==> config.mk <==
export PLATFORM = sky130hd
export DESIGN_NAME = i2c_scl_timer
export DESIGN_NICKNAME = d
export VERILOG_FILES = /design/src/rtl/i2c_scl_timer_pkg.sv /design/src/rtl/i2c_sync2.sv /design/src/rtl/i2c_scl_timer.sv
export SDC_FILE = /design/constraint.sdc
export NUM_CORES = 1
export LEC_CHECK = 0
export ABC_CLOCK_PERIOD_IN_PS = 6100
export CAP_MARGIN = 20
export CELL_PAD_IN_SITES_DETAIL_PLACEMENT = 1
export CELL_PAD_IN_SITES_GLOBAL_PLACEMENT = 1
export CORE_AREA = 2 2 113 115
export CTS_CLUSTER_DIAMETER = 200
export DETAILED_ROUTE_END_ITERATION = 10
export DIE_AREA = 0 0 115 117
export MAX_ROUTING_LAYER = met4
export PLACE_DENSITY = 0.47
export SKIP_CTS_REPAIR_TIMING = 1
export SLEW_MARGIN = 20
export SYNTH_ARGS = -nofsm -noshare
export SYNTH_HDL_FRONTEND = slang
export SYNTH_SLANG_ARGS = --single-unit
==> constraint.sdc <==
create_clock -name Clk -period 6.1 [get_ports Clk]
set_clock_uncertainty 0.05 [all_clocks]
set_input_delay 1.525 -clock Clk [delete_from_list [all_inputs] [get_ports Clk]]
set_output_delay 1.525 -clock Clk [all_outputs]
set_load 0.03 [all_outputs]
==> src/rtl/i2c_scl_timer_pkg.sv <==
// Shared types and defaults for the I2C SCL timing block.
// Also used by the bit engine for the state encoding and default timing values.
package i2c_scl_timer_pkg;

    localparam int CNT_W_D        = 16;
    localparam int DEF_PRESCALE_D = 124;
    localparam int STRETCH_MAX_D  = 25000;

    typedef enum logic [2:0] {
        ST_IDLE  = 3'd0,
        ST_LOW1  = 3'd1,
        ST_LOW2  = 3'd2,
        ST_HIGH1 = 3'd3,
        ST_HIGH2 = 3'd4
    } scl_state_t;

    // Bits needed to hold 0..max_val in the stretch counter.
    function automatic int stretch_bits(input int max_val);
        return (max_val < 1) ? 1 : $clog2(max_val + 1);
    endfunction

endpackage

==> src/rtl/i2c_sync2.sv <==
// Two-flop synchroniser for an asynchronous bus line, resets to the idle (released) level.
// Latency: 2 Clk from d to q.
// Backpressure: none, free-running.
module i2c_sync2 #(
    parameter logic RST_VAL = 1'b1
) (
    input  logic Clk,
    input  logic Rst,
    input  logic d,
    output logic q
);

    logic meta;

    always_ff @(posedge Clk or posedge Rst) begin
        if (Rst) begin
            meta <= RST_VAL;
            q    <= RST_VAL;
        end else begin
            meta <= d;
            q    <= meta;
        end
    end

endmodule

==> src/rtl/i2c_scl_timer.sv <==
// SCL bit-timing generator: splits each SCL cycle into four quarters and drives open-drain SCL.
// Latency: Scl_fall one Clk after IDLE sees Enable; all phase strobes registered and one Clk wide.
// Backpressure: a slave holding SCL low stalls HIGH1 until release or the stretch limit (Timeout).
module i2c_scl_timer
    import i2c_scl_timer_pkg::*;
#(
    parameter int CNT_W        = CNT_W_D,
    parameter int DEF_PRESCALE = DEF_PRESCALE_D,
    parameter int STRETCH_MAX  = STRETCH_MAX_D
) (
    input  logic             Clk,
    input  logic             Rst,
    input  logic             Enable,
    input  logic [CNT_W-1:0] Prescale,
    input  logic             Scl_i,
    output logic             Scl_oe,
    output logic             Busy,
    output logic             Scl_fall,
    output logic             Data_chg,
    output logic             Scl_rise,
    output logic             Sample,
    output logic             Stretch,
    output logic             Timeout
);

    localparam int SW = stretch_bits(STRETCH_MAX);

    scl_state_t       state;
    logic [CNT_W-1:0] q;
    logic [CNT_W-1:0] presc;
    logic [SW-1:0]    scnt;
    logic             scl_s;
    logic             q_done;

    i2c_sync2 #(.RST_VAL(1'b1)) u_scl_sync (
        .Clk (Clk),
        .Rst (Rst),
        .d   (Scl_i),
        .q   (scl_s)
    );

    assign q_done  = (q == presc);
    // Decoded from registered state and the synchroniser output only, so glitch-free.
    assign Stretch = (state == ST_HIGH1) && !scl_s;

    always_ff @(posedge Clk or posedge Rst) begin
        if (Rst) begin
            state    <= ST_IDLE;
            q        <= '0;
            presc    <= CNT_W'(DEF_PRESCALE);
            scnt     <= '0;
            Scl_oe   <= 1'b0;
            Busy     <= 1'b0;
            Scl_fall <= 1'b0;
            Data_chg <= 1'b0;
            Scl_rise <= 1'b0;
            Sample   <= 1'b0;
            Timeout  <= 1'b0;
        end else begin
            Scl_fall <= 1'b0;
            Data_chg <= 1'b0;
            Scl_rise <= 1'b0;
            Sample   <= 1'b0;
            Timeout  <= 1'b0;
            case (state)
                ST_IDLE: begin
                    if (Enable) begin
                        state    <= ST_LOW1;
                        presc    <= Prescale;
                        q        <= '0;
                        Scl_oe   <= 1'b1;
                        Busy     <= 1'b1;
                        Scl_fall <= 1'b1;
                    end
                end
                ST_LOW1: begin
                    if (q_done) begin
                        state    <= ST_LOW2;
                        q        <= '0;
                        Data_chg <= 1'b1;
                    end else begin
                        q <= q + CNT_W'(1);
                    end
                end
                ST_LOW2: begin
                    if (q_done) begin
                        state    <= ST_HIGH1;
                        q        <= '0;
                        scnt     <= '0;
                        Scl_oe   <= 1'b0;
                        Scl_rise <= 1'b1;
                    end else begin
                        q <= q + CNT_W'(1);
                    end
                end
                ST_HIGH1: begin
                    // The high quarter only starts counting once the line is seen released.
                    if (!scl_s) begin
                        if (scnt == SW'(STRETCH_MAX)) begin
                            state   <= ST_IDLE;
                            q       <= '0;
                            Busy    <= 1'b0;
                            Timeout <= 1'b1;
                        end else begin
                            scnt <= scnt + SW'(1);
                        end
                    end else if (q_done) begin
                        state  <= ST_HIGH2;
                        q      <= '0;
                        Sample <= 1'b1;
                    end else begin
                        q <= q + CNT_W'(1);
                    end
                end
                ST_HIGH2: begin
                    if (q_done) begin
                        q <= '0;
                        if (Enable) begin
                            state    <= ST_LOW1;
                            Scl_oe   <= 1'b1;
                            Scl_fall <= 1'b1;
                        end else begin
                            state <= ST_IDLE;
                            Busy  <= 1'b0;
                        end
                    end else begin
                        q <= q + CNT_W'(1);
                    end
                end
                default: begin
                    state  <= ST_IDLE;
                    q      <= '0;
                    Scl_oe <= 1'b0;
                    Busy   <= 1'b0;
                end
            endcase
        end
    end

endmodule

---- Word level (Yosys, flattened, before mapping) ----
Cells that the tools add are included.
storage, ports and cells
  output and inout port bits .............. 8
  flip-flop bits (word level) ............. 59
  input bits .............................. 20
  word-level logic and storage cells ...... 85
cells by class
  multiplexer cells ....................... 39
  bitwise gates (word level) .............. 2
  reduce and logical (&&, ||, !) cells .... 13
  equality and inequality tests ........... 16
  add/sub/neg operators ................... 2
operators with widths
  cell                   count
  $mux 16                4
  $pmux 16 s3            1
  $mux 15                3
  $pmux 15 s2            1
  $mux 3                 7
  $mux 1                 19
  $add 16x1->16 const B  1
  $eq 16x16->1           1
  $add 15x1->15 const B  1
  $eq 15x15->1 const B   1
  $pmux 3 s5             1
  $ne 2x2->1 const B     7
  $reduce_and 6->1       2
  $pmux 1 s4             2
  $eq 3x2->1 const B     2
  $reduce_and 2->1       2
  $reduce_and 4->1       1
  $reduce_or 2->1        2
  $eq 3x1->1 const B     1
  $eq 3x3->1 const B     1
  $logic_not 3->1        1
  $ne 3x1->1 const B     1
  $ne 3x3->1 const B     1
  $reduce_and 3->1       1
  7 further kinds        8

---- Longest topological paths before layout ----
Gate-level depths: netlist (run 1).
  depth after elaboration ................. 4
  depth in mapped cells ................... 9
  depth with buffers taken out ............ 7

---- Hierarchy ----
Synthesis (run 1) repeated with hierarchy kept, for this count alone.
second synthesis, totals
  cell total of the unflattened synthesis .. 304
  area, all modules ....................... 3090.5 µm²
modules (own cells, without submodules)
  module         sequential area each (µm²)  area an instance (µm²)  cells each  instances
  i2c_scl_timer  1432.6                      3034.2                  301         1
  i2c_sync2      52.6                        56.3                    3           1

---- Least setup slack after synthesis (run 1) ----
No wires, ideal clock.
  path type ............................... input to register
  from .................................... input Enable
  to ...................................... register presc[0]
  setup time .............................. 0.125 ns
  slack ................................... 3.401 ns
  stages on the path ...................... 4
  buffers on the path ..................... 1
  arrival ................................. 2.524 ns
  required time ........................... 5.925 ns
  cell sequence ........................... nand2_1 -> nor3_2 -> buf_4 -> mux2_2
between the ends
  word-level cells in the longest chain between the ends .. 1
ends and longest elaborated chain
  what                               RTL line             source
  start, declared                    i2c_scl_timer.sv:13  input logic Enable,
  $reduce_and 2->1 (no source line)  n/a
  end signal, assigned               i2c_scl_timer.sv:50  presc <= CNT_W'(DEF_PRESCALE);
  end signal, assigned               i2c_scl_timer.sv:69  presc <= Prescale;
  end, declared                      i2c_scl_timer.sv:30  logic [CNT_W-1:0] presc;
No other way between the ends.
A chain may end at the register's enable or synchronous reset.

---- Worst setup path after layout (run 1) ----
  from .................................... register state[1]
  to ...................................... output Stretch
between the ends
  word-level cells in the longest chain between the ends .. 2
ends and longest elaborated chain
  what                    RTL line             source
  start, declared         i2c_scl_timer.sv:28  scl_state_t state;
  start signal, assigned  i2c_scl_timer.sv:48  state <= ST_IDLE;
  start signal, assigned  i2c_scl_timer.sv:68  state <= ST_LOW1;
  start signal, assigned  i2c_scl_timer.sv:78  state <= ST_LOW2;
  $eq 3x2->1              i2c_scl_timer.sv:44  assign Stretch = (state == ST_HIGH1) && !scl_s;
  $logic_and 1x1->1       i2c_scl_timer.sv:44
  end, declared           i2c_scl_timer.sv:22  output logic Stretch,
No other way between the ends.

==> results of run 1 <==
[worst register-to-register path: cells and delay by family, from the launching register on]
kind | cells | cell delay (ns)
compound gates | 1 | 0.72
mux | 1 | 0.38
flops | 1 | 0.44
simple gates | 2 | 1.00
xor+xnor | 1 | 0.17
[flip-flops by register name, indices dropped and copies added, names as in the netlist, 3 cells and up]
name and count:
presc 16, q 16, scnt 15, state 3
[worst min-delay path by stage]
stage                              startpoint                endpoint  slack, ns  cells after the start
detailed placement  u_scl_sync.meta$_DFF_PP1_  u_scl_sync.q$_DFF_PP1_       0.30                      0
floorplan           u_scl_sync.meta$_DFF_PP1_  u_scl_sync.q$_DFF_PP1_       0.30                      0
finish              u_scl_sync.meta$_DFF_PP1_  u_scl_sync.q$_DFF_PP1_       0.31                      0
global route        u_scl_sync.meta$_DFF_PP1_  u_scl_sync.q$_DFF_PP1_       0.31                      0
CTS                 u_scl_sync.meta$_DFF_PP1_  u_scl_sync.q$_DFF_PP1_       0.31                      0
global placement    u_scl_sync.meta$_DFF_PP1_  u_scl_sync.q$_DFF_PP1_       0.30                      0
[through the flow]
step	total power, W	util
after CTS	0.00147	0.308
after detailed placement	0.000956	0.285
after floorplan	0.000856	-
after global placement	0.000946	0.285
after global routing	0.00154	0.308
final	0.00144	0.308
[power by group]
group / switching (W) / internal, W
clock: 0.000177 / 0.000327
combinational: 0.000184 / 0.000165
sequential: 0.0000971 / 0.000492
[area by class of cell]
| class | instances | area, um^2 |
|---|---|---|
| Timing Repair Buffer | 29 | 285 |
| Multi-Input combinational cell | 207 | 1510 |
| Inverter | 10 | 37.5 |
| Clock buffer | 14 | 254 |
| Tap cell | 150 | 188 |
| Clock inverter | 2 | 35.0 |
| Fill cell | 1386 | 8520 |
| Sequential cell | 59 | 1490 |
[cells by family (layout without fill, tap and decap cells)]
kind of cell / after synthesis / in the layout
flip-flops: 59 / 59
multiplexers: 17 / 17
AND/OR/NAND/NOR: 110 / 110
buffers and inverters: 23 / 55
XOR/XNOR: 39 / 39
AO/OA/AOI/OAI: 38 / 38
adder cells (fa/ha/maj): 3 / 3
[Yosys cell counts (all sizes together) (2+ instances only)]
| library cell | instances | area, um^2 |
|---|---|---|
| xnor2 | 11 | 96.3 |
| a211o | 3 | 26.3 |
| xor2 | 28 | 245 |
| nand3 | 20 | 113 |
| and2 | 5 | 31.3 |
| and4 | 3 | 26.3 |
| ha | 3 | 37.5 |
| dfrtp | 52 | 1300 |
| nor3 | 5 | 30.0 |
| nand2 | 15 | 58.8 |
| nor4 | 11 | 109 |
| mux2 | 17 | 191 |
| buf | 10 | 73.8 |
| nor2 | 28 | 113 |
| o21ai | 11 | 58.8 |
| and3 | 3 | 18.8 |
| dfstp | 7 | 184 |
| and4bb | 3 | 37.5 |
| a31oi | 2 | 12.5 |
| clkbuf | 3 | 11.3 |
| o2111ai | 3 | 26.3 |
| a21oi | 9 | 48.8 |
| nand4 | 9 | 62.6 |
| or3 | 2 | 12.5 |
| inv | 10 | 37.5 |
| o211ai | 2 | 20.0 |
[routing by layer]
layer | wire length [um] | up-vias | global-route usage | share of wire
met5 | 0 | - | - | 0
li1 | - | 1082 | - | -
met4 | 147 | 0 | 0.0651 | 0.020
met2 | 3430 | 33 | 0.196 | 0.46
met1 | 3580 | 1088 | 0.154 | 0.49
met3 | 224 | 12 | 0.0309 | 0.030
==> results.yml, run 1 <==
place:
  portBuffers: 27
  gp_congestion: 0.745
  dp_hpwl_um: 5090
  place_ws_ns: 2.54
  placed_area_um2: 3500
  dp.cells: 455
critical_path:
  r2r_slack_ns: 3.23
  reg2reg_from: "q[9]$_DFFE_PP0P_"
  cp_top_family: "buffers and inverters"
  crit_path_max_fanout: 10
  critPathMaxStageDelay_ns: 0.71
  cpMaxStageDelayCell: "clkdlybuf4s50_1"
  r2r-end: "state[0]$_DFFE_PP0P_"
  worstSetupEndpoint: "Stretch"
  critical_path_depth: 4
  endpoint_kind: "primary output"
  crit_chain: "and2b_1, nand3_4, inv_2, clkdlybuf4s50_1"
  required_ns: 4.53
  critPathLaunchType: "register"
  cp.arrival_ns: 2.21
  critPathLaunch: "state[1]$_DFFE_PP0P_"
  reg2reg_depth: 5
  crit_type: "register to primary output"
  cp.buffers_inverters: 2
timing:
  setup_ws_ns: 2.31
  post-route-min-period_ns: 3.79
  finalHoldViolCount: 0
  rsz0062_at_grt: "false"
  slew_viol_final: 0
  setup_viol: 0
  worst_pin_slew_ns: 0.906
  max-slew-margin-rel: 0.392
  fmax_ghz: 0.264
  tns_ns: 0
  timing.final.crit_share: 0.621
  fin_hold_ws_ns: 0.307
route:
  wl_per_cell_um: 15.7
  num_vias: 2215
  antenna_left: 0
  drt_iter0_drc: 92
  dr.pass1.iters: 4
  drc: 0
  avgViaCountPerCell: 4.70
  drt-total-wl_um: 7380
clock_network:
  cts-buffers-inserted: 9
  clk-insertion-delay-late_ns: 0.34
  cts.path.max_buffers: 2
  root_buffer: "clkbuf_16"
  clock-sinks: 59
  clkTransAtPathRegs_ns: 0.05
  cts_tree: "built"
  htreeDepth: 3
die:
  boundaryPins: 28
  start_util: 0.253
  die_h_um: 117
  rows: 41
  dieArea_um2: 13500
  coreArea_um2: 12300
  die_w_um: 115
layout:
  drive_above_1_share: 0.190
  final_common_cell: "dfrtp_1"
  n_antenna_cell: 0
  stdcell_count: 471
  final_cell_area_um2: 3790
  fin_nets: 339
  final_cell_mix: "dfrtp_1, xor2_1, clkdlybuf4s50_1"
  syn_to_final_growth_pct: 21.7
yosys:
  synth-xor-area-share: 0.110
  synth_cells: 289
  synth_top_family_by_area: "simple AND/OR/NAND/NOR gates"
  synthFlopType: "dfrtp_1"
  ys_ff_latch: 59
  yosys.area_share.simple: 0.213
  synth.area.mux_share: 0.0614
  yosysWarnings: 0
  avgSynthCellArea_um2: 10.8
  synth_compound_area_frac: 0.0879
  synth_fp_nets: 312
  synth_edf_count: 0
  synthAdderAreaFrac: 0.0120
  synth_cell_types: 54
  synth_area_um2: 3120
  async_flop_share: 1.00
  ys_seq_area_frac: 0.477
grt:
  track_usage: 0.127
  gr-total-overflow: 0
  grt_max_degree: 60
  grt_pass1_vias: 2358
  antenna_found_initial: 0
  grt_pass1_wl_um: 12300
pwr:
  p_leak_nw: 1.54
  irDropWorstVdd_v: 0.000148
  power_density_nw_per_um2: 380
outcome:
  status: "completed"
flow_run:
  cap_violations: 0
min_path:
  hold_path_class: "register to register"
(Power assumes the default switching activity.)
==> run 2: changes to the inputs <==
- ABC_CLOCK_PERIOD_IN_PS: 6100 -> 3500
- clock period: 6.1 -> 3.5 ns (I/O delays scaled with it)
==> results.yml, run 2 (synthesis gave the netlist of run 1 again) <==
timing:
  setup_ws_ns: 0.359
  max-slew-margin-rel: 0.520
  rsz0062_at_grt: "false"
  worst_pin_slew_ns: 0.719
  fin_hold_ws_ns: 0.316
  tns_ns: 0
  setup_viol: 0
  finalHoldViolCount: 0
  post-route-min-period_ns: 3.14
  slew_viol_final: 0
  fmax_ghz: 0.318
  timing.final.crit_share: 0.897
place:
  portBuffers: 27
  gp_congestion: 0.734
  dp_hpwl_um: 5250
  place_ws_ns: 0.736
critical_path:
  crit_path_max_fanout: 10
  crit_type: "register to primary output"
  endpoint_kind: "primary output"
  required_ns: 2.57
  critical_path_depth: 4
  cp_top_family: "buffers and inverters"
  cpMaxStageDelayCell: "clkdlybuf4s50_1"
  reg2reg_depth: 7
  cp.arrival_ns: 2.22
  critPathMaxStageDelay_ns: 0.71
  critPathLaunchType: "register"
  crit_chain: "and2b_1, nand3_4, inv_2, clkdlybuf4s50_1"
  cp.buffers_inverters: 2
route:
  drt-total-wl_um: 7590
  dr.pass1.iters: 4
  drc: 0
  antenna_left: 0
  num_vias: 2242
  avgViaCountPerCell: 4.72
  wl_per_cell_um: 16.0
  drt_iter0_drc: 113
die:
  start_util: 0.253
  rows: 41
  die_h_um: 117
  die_w_um: 115
  boundaryPins: 28
  dieArea_um2: 13500
  coreArea_um2: 12300
layout:
  final_cell_mix: "dfrtp_1, xor2_1, clkdlybuf4s50_1"
  n_antenna_cell: 0
  drive_above_1_share: 0.200
  syn_to_final_growth_pct: 22.0
  largestRegisters: "presc x16, q x16, scnt x15"
  post-route-util: 0.309
  multiInputGateArea_um2: 1510
  fin_nets: 343
  regArea_um2: 1490
  nFillCells: 1366
  final_common_cell: "dfrtp_1"
pwr:
  p_switching_w: 0.000803
  p_sw_frac: 0.330
  p_leak_nw: 1.56
  power_density_nw_per_um2: 640
  irDropWorstVdd_v: 0.000257
  seq_power_share: 0.423
  p_comb_frac: 0.255
  intPower_w: 0.00163
  p_clk_frac: 0.322
grt:
  grt_pass1_vias: 2460
  antenna_found_initial: 0
  grt_max_degree: 32
  track_usage: 0.131
  gr-total-overflow: 0
  grt_pass1_wl_um: 13000
clock_network:
  cts.path.max_buffers: 2
  htreeDepth: 3
  root_buffer: "clkbuf_16"
  clock-sinks: 59
  cts-buffers-inserted: 9
  clkTransAtPathRegs_ns: 0.05
  clk-insertion-delay-late_ns: 0.34
  cts_tree: "built"
outcome:
  status: "completed"
flow_run:
  cap_violations: 0
min_path:
  hold_path_class: "register to register"
  hold_depth: 0
==> run 2: power groups by stage <==
| stage | registers, W | logic [W] | clock network, W |
|---|---|---|---|
| floorplan | 0.000974 | 0.000518 | 0 |
| CTS | 0.00103 | 0.000640 | 0.000816 |
| global route | 0.00106 | 0.000702 | 0.000849 |
| finish | 0.00103 | 0.000622 | 0.000784 |
| detailed placement | 0.00104 | 0.000634 | 0 |
| global placement | 0.00104 | 0.000623 | 0 |
==> run 2: final timing paths <==
check	start	to	slack, ns
max	state[1]$_DFFE_PP0P_	Stretch	0.36
min	u_scl_sync.meta$_DFF_PP1_	u_scl_sync.q$_DFF_PP1_	0.32
max reg2reg	scnt[0]$_DFFE_PP0P_	q[15]$_DFFE_PP0P_	1.21
min reg2reg	u_scl_sync.meta$_DFF_PP1_	u_scl_sync.q$_DFF_PP1_	0.32
max in group asynchronous	Rst	u_scl_sync.q$_DFF_PP1_	1.77
min in group asynchronous	Rst	presc[13]$_DFFE_PP0P_	0.93
==> run 2: area by class of cell <==
type	instances	share of cell area
tap	150	0.0494
timing repair buffer	33	0.0862
sequential	59	0.391
inverter	10	0.00987
clock buffer	13	0.0632
clock inverter	3	0.00395
multi-input combinational	207	0.397
==> run 2: routing by layer <==
| metal | routed length, um | track usage |
|---|---|---|
| met5 | 0 | - |
| met3 | 254 | 0.0433 |
| met4 | 92 | 0.0410 |
| met1 | 3700 | 0.164 |
| met2 | 3540 | 0.202 |
==> run 2: through the flow <==
step / total power, W / cell area (um^2) / instances
floorplan: 0.00149 / 3120 / 289
global placement: 0.00166 / 3550 / 459
detailed placement: 0.00168 / 3550 / 459
CTS: 0.00249 / 3800 / 475
global route: 0.00261 / 3800 / 475
finish: 0.00243 / 3800 / 475
